[src/rtl/clock_pkg.sv]
// Shared clock constants: mode encodings, digit limits, hour range.
// Used by the time counter, display mux and increment selector.
package clock_pkg;

    localparam logic [1:0] MODE_RUN     = 2'b00;
    localparam logic [1:0] MODE_SET_MIN = 2'b01;
    localparam logic [1:0] MODE_SET_HR  = 2'b10;
    localparam logic [1:0] MODE_HOLD    = 2'b11;

    localparam int DIGIT_MAX     = 9;
    localparam int SEC_TENS_MAX  = 5;
    localparam int MIN_TENS_MAX  = 5;
    localparam int HOURS_MAX_DEF = 23;

endpackage

[src/rtl/bcd_digit_counter.sv]
// Single BCD digit: counts 0..MAX on en, wraps to 0 with carry.
// clr has priority over en.
module bcd_digit_counter #(
    parameter int MAX = 9,
    parameter int W   = 4
) (
    input  logic         clk,
    input  logic         rst,
    input  logic         en,
    input  logic         clr,
    output logic [W-1:0] q,
    output logic         carry
);

    localparam logic [W-1:0] TOP = W'(MAX);

    assign carry = en && (q == TOP);

    // Digit register: clear, wrap at TOP, or step by one.
    always_ff @(posedge clk or posedge rst) begin
        if (rst) begin
            q <= '0;
        end else if (clr) begin
            q <= '0;
        end else if (en) begin
            if (q == TOP) begin
                q <= '0;
            end else begin
                q <= q + 1'b1;
            end
        end
    end

endmodule

[src/rtl/clock_time_counter.sv]
// 24-hour BCD hh:mm:ss time-of-day counter with set modes.
// Hour wrap and mode-based carry gating live here.
module clock_time_counter
    import clock_pkg::*;
#(
    parameter int HOURS_MAX = HOURS_MAX_DEF
) (
    input  logic       clk,
    input  logic       rst,
    input  logic       inc,
    input  logic [1:0] mode,
    output logic [3:0] sec_ones,
    output logic [2:0] sec_tens,
    output logic [3:0] min_ones,
    output logic [2:0] min_tens,
    output logic [3:0] hr_ones,
    output logic [1:0] hr_tens,
    output logic       day_wrap
);

    localparam logic [1:0] HR_TENS_TOP = 2'(HOURS_MAX / 10);
    localparam logic [3:0] HR_ONES_TOP = 4'(HOURS_MAX % 10);

    logic inc_prev;
    logic ev;
    logic ev_run;
    logic ev_min;
    logic ev_hr;

    logic s0_c;
    logic s1_c;
    logic m0_c;
    logic m1_c;
    logic h0_c;
    logic h1_c;

    logic hr_step;
    logic hr_at_max;
    logic hr_wrap;
    logic hr_clr;

    assign ev     = inc & ~inc_prev;
    assign ev_run = ev & (mode == MODE_RUN);
    assign ev_min = ev & (mode == MODE_SET_MIN);
    assign ev_hr  = ev & (mode == MODE_SET_HR);

    // Minute carry reaches the hours only while running.
    assign hr_step   = (ev_run & m1_c) | ev_hr;
    assign hr_at_max = (hr_tens == HR_TENS_TOP)
                    && (hr_ones == HR_ONES_TOP);
    assign hr_wrap   = hr_step & hr_at_max;
    // Tens carry is unreachable; clearing on it keeps hours legal anyway.
    assign hr_clr    = hr_wrap | h1_c;

    bcd_digit_counter #(.MAX(DIGIT_MAX), .W(4)) u_sec_ones (
        .clk   (clk),
        .rst   (rst),
        .en    (ev_run),
        .clr   (ev_min),
        .q     (sec_ones),
        .carry (s0_c)
    );

    bcd_digit_counter #(.MAX(SEC_TENS_MAX), .W(3)) u_sec_tens (
        .clk   (clk),
        .rst   (rst),
        .en    (s0_c),
        .clr   (ev_min),
        .q     (sec_tens),
        .carry (s1_c)
    );

    bcd_digit_counter #(.MAX(DIGIT_MAX), .W(4)) u_min_ones (
        .clk   (clk),
        .rst   (rst),
        .en    (ev_min | s1_c),
        .clr   (1'b0),
        .q     (min_ones),
        .carry (m0_c)
    );

    bcd_digit_counter #(.MAX(MIN_TENS_MAX), .W(3)) u_min_tens (
        .clk   (clk),
        .rst   (rst),
        .en    (m0_c),
        .clr   (1'b0),
        .q     (min_tens),
        .carry (m1_c)
    );

    bcd_digit_counter #(.MAX(DIGIT_MAX), .W(4)) u_hr_ones (
        .clk   (clk),
        .rst   (rst),
        .en    (hr_step),
        .clr   (hr_clr),
        .q     (hr_ones),
        .carry (h0_c)
    );

    bcd_digit_counter #(.MAX(HOURS_MAX / 10), .W(2)) u_hr_tens (
        .clk   (clk),
        .rst   (rst),
        .en    (h0_c),
        .clr   (hr_clr),
        .q     (hr_tens),
        .carry (h1_c)
    );

    // Edge-detect history and the registered end-of-day pulse.
    always_ff @(posedge clk or posedge rst) begin
        if (rst) begin
            inc_prev <= 1'b1;
            day_wrap <= 1'b0;
        end else begin
            inc_prev <= inc;
            day_wrap <= ev_run & hr_wrap;
        end
    end

endmodule

[config.mk]
export PLATFORM = sky130hd
export DESIGN_NAME = clock_time_counter
export DESIGN_NICKNAME = d
export VERILOG_FILES = /design/src/rtl/clock_pkg.sv /design/src/rtl/bcd_digit_counter.sv /design/src/rtl/clock_time_counter.sv
export SDC_FILE = /design/constraint.sdc
export NUM_CORES = 1
export LEC_CHECK = 0
export ABC_AREA = 1
export CAP_MARGIN = 20
export CORE_MARGIN = 8
export CORE_UTILIZATION = 40
export DETAILED_ROUTE_END_ITERATION = 8
export PLACE_DENSITY = 0.72
export SLEW_MARGIN = 10
export SYNTH_ARGS = -nofsm -noshare
export SYNTH_HDL_FRONTEND = slang
export SYNTH_SLANG_ARGS = --single-unit
[constraint.sdc]
create_clock -name clk -period 1.7 [get_ports clk]
set_input_delay 0.34 -clock clk [delete_from_list [all_inputs] [get_ports clk]]
set_output_delay 0.34 -clock clk [all_outputs]
set_load 0.005 [all_outputs]
==> run summary <==
crit-path leading delay family: buffers and inverters
Syn Nets: 143
share of cells above drive strength 1: 20.9%
clk slew on worst S/H paths: 120 ps
FFs w/ async S/R, synth: 100%
Clock Skews: 5.17 ps
status: complete, no violations
GRT overflow: 0
synth cell count leaders: 26 x nand2_1, 21 x dfrtp_1, 17 x inv_1
Total Nets Final: 182
final antenna-violating net count: 0
register bit total from synthesis: 22
met2 usage: 18.3%
max_slew headroom: 73.7%
crit-path cells: clkdlybuf4s50_1
initial core utilization: 42.2%
H-tree Lvls: 1
Final Cycle Share: 96.3%
Post-route DRC: 0
Max FO, Critical Path: 4
CP max stage delay: 540 ps
Total GRT Usage: 10.5%
Area Growth Syn to Fin: 35.5%
final hold violation count: 0
PD cells: 1070 mW/mm2
Antenna Cells: 0
Worst EP arrival: 1300 ps
Slowest-stage cell, CP: clkdlybuf4s50_1
initial antenna violation count: 0
chip width: 70.2 um
Row Count: 19
Post-Syn Area per Cell: 8.76 um2
Synth area leaders: dfrtp_1 45%, nand2_1 8.3%, inv_1 5.4%
IO buf count: 25
Startpoint Class: flop
Final HPWL DP: 2.01 mm
min Tclk post-route: 1640 ps
Core Region: 0.00278 mm2
met1 Use GR: 11.4%
Netlist cell types: 29
post-synthesis cell area: 0.00117 mm2
cell count after synthesis: 134
Yosys top cell area share: 44.8%
area leader, netlist: dfrtp_1
Num CTS Buffers: 3
WS Path Type: reg2out
Yosys Warn Count: 0
Leak Pwr: 0.735 nW
RSZ-0062 raised after global routing: yes
Top Ports: 26
Die Height: 70.2 um
full die area: 0.00492 mm2
root buffer cell: clkbuf_4
TritonCTS clock tree: yes
global-route wire length before repair: 4.40 mm
Setup-failing EPs final: 0
Crit. End Element: output pin
VDD IR-drop max: 0.832 mV
GP Congestion: 0.768
Vias: 990
pin count of the biggest net entering global routing: 23
vias in the first global route: 1,019
CP required: 1360 ps
Via density: 4.88
Tot Pwr: 0.00169 W
worst skew pair latency: 300 ps
wire per inst: 12.5 um
most common cell in the netlist: nand2_1
Post-Route WL: 2.53 mm
clock buffer depth: 2
ys flop type: dfrtp_1
drt first-iter violations: 27
FMAX: 611 MHz
Max Cap Viol: 0
gr busiest metal: met2
setup TNS: 0 ps
number of synthesized flops with an enable pin: 0
Detailed Routing Iterations Pass 1: 4
final max-slew violation count: 0
grt met3 use: 3.39%
FILL cells: 260
clock sink total: 22
slew of the pin with the lowest slew margin: 390 ps
Buf+Inv Stages, Crit Path: 1
Seq/Total Area, Yosys: 47.0%
Worst Hold Class: in2async
registers in the layout (all words and copies together), names as in the netlist:
register,count
day_wrap,1
inc_prev,1
u_sec_tens.q,3
u_sec_ones.q,4
u_min_ones.q,4
u_hr_ones.q,4
u_min_tens.q,3
u_hr_tens.q,2
worst paths after layout:
| check | endpoint | slack, ps | cells past startpoint | startpoint |
|---|---|---|---|---|
| max in group asynchronous | inc_prev$_DFF_PP1_ | 1060 | 3 | rst |
| max | sec_ones[3] | 60 | 1 | u_sec_ones.q[3]$_DFFE_PP0P_ |
| min reg2reg | u_min_tens.q[1]$_DFFE_PP0N_ | 550 | 1 | u_min_tens.q[1]$_DFFE_PP0N_ |
| min | u_sec_ones.q[0]$_DFFE_PP0P_ | 360 | 3 | rst |
| min in group clk | u_min_tens.q[1]$_DFFE_PP0N_ | 550 | 1 | u_min_tens.q[1]$_DFFE_PP0N_ |
| max reg2reg | u_hr_tens.q[0]$_DFFE_PP0P_ | 110 | 11 | u_sec_ones.q[1]$_DFFE_PP0P_ |
routing by layer:
layer	share of wire, %	vias to the layer above	routed length, um
met2	49	21	1250
met5	0	-	0
met1	45	458	1130
met3	5.2	2	132
li1	-	509	-
met4	0.55	0	14
report_power, final:
group / total (W) / leakage, nW / internal (W) / switching [W]
Clock: 0.000286 / 0.0210 / 0.000130 / 0.000156
Sequential: 0.000777 / 0.279 / 0.000640 / 0.000137
Combinational: 0.000631 / 0.435 / 0.000345 / 0.000285
cell type report:
| cell class | instances | area (um2) | area share (%) |
|---|---|---|---|
| Tap cell | 31 | 38.8 | 2.44 |
| Clock buffer | 4 | 36.3 | 2.28 |
| Timing Repair Buffer | 34 | 320 | 20.1 |
| Inverter | 20 | 75.1 | 4.72 |
| Multi-Input combinational cell | 92 | 566 | 35.6 |
| Sequential cell | 22 | 554 | 34.9 |
cell usage in the layout, fill, tap and decap left out, types with 2 or more instances in the layout:
| cell type | count |
|---|---|
| o21ai_2 | 2 |
| xor2_1 | 2 |
| nor2_2 | 3 |
| inv_2 | 3 |
| nand2_1 | 26 |
| nand2_4 | 2 |
| buf_4 | 9 |
| nor2_4 | 3 |
| nand2_2 | 2 |
| dfrtp_2 | 2 |
| clkbuf_4 | 3 |
| nor2_1 | 13 |
| nand3_2 | 2 |
| clkdlybuf4s50_1 | 24 |
| ha_1 | 4 |
| o2111ai_1 | 3 |
| a21oi_1 | 2 |
| o22ai_1 | 2 |
| o21ai_0 | 10 |
| inv_1 | 16 |
| xnor2_1 | 2 |
| nand3_1 | 5 |
| dfrtp_1 | 19 |
per-stage QoR:
stage / setup WS (ps) / cell area (um2) / hold WS [ps] / std cells / utilization [%]
after CTS: 16.2 / 1560 / 358 / 202 / 56.1
final: 63.3 / 1590 / 360 / 203 / 57.2
after global placement: -74.7 / 1520 / 503 / 198 / 54.7
after detailed placement: -118 / 1520 / 531 / 198 / 54.7
after floorplan: 190 / 1170 / 328 / 134 / -
after global routing: -27.3 / 1590 / 381 / 203 / 57.2
kinds of logic after synthesis:
logic type,synth area share (%)
and+or+nand+nor,26.7
AOI/OAI and AO/OA,11.8
DFF,47.0
buffers and inverters,6.40
xor gates and xnor gates,2.99
adders and majority gates,4.26
muxes,0.853
what timing repair did:
action	4_1_cts	5_1_grt
hold buffers	0	0
endpoints found under the hold margin	0	0
buffers inserted	0	1
endpoints found under the setup margin	0	11
resized for setup	0	7
Note: power is estimated with default switching activity, not from simulation.
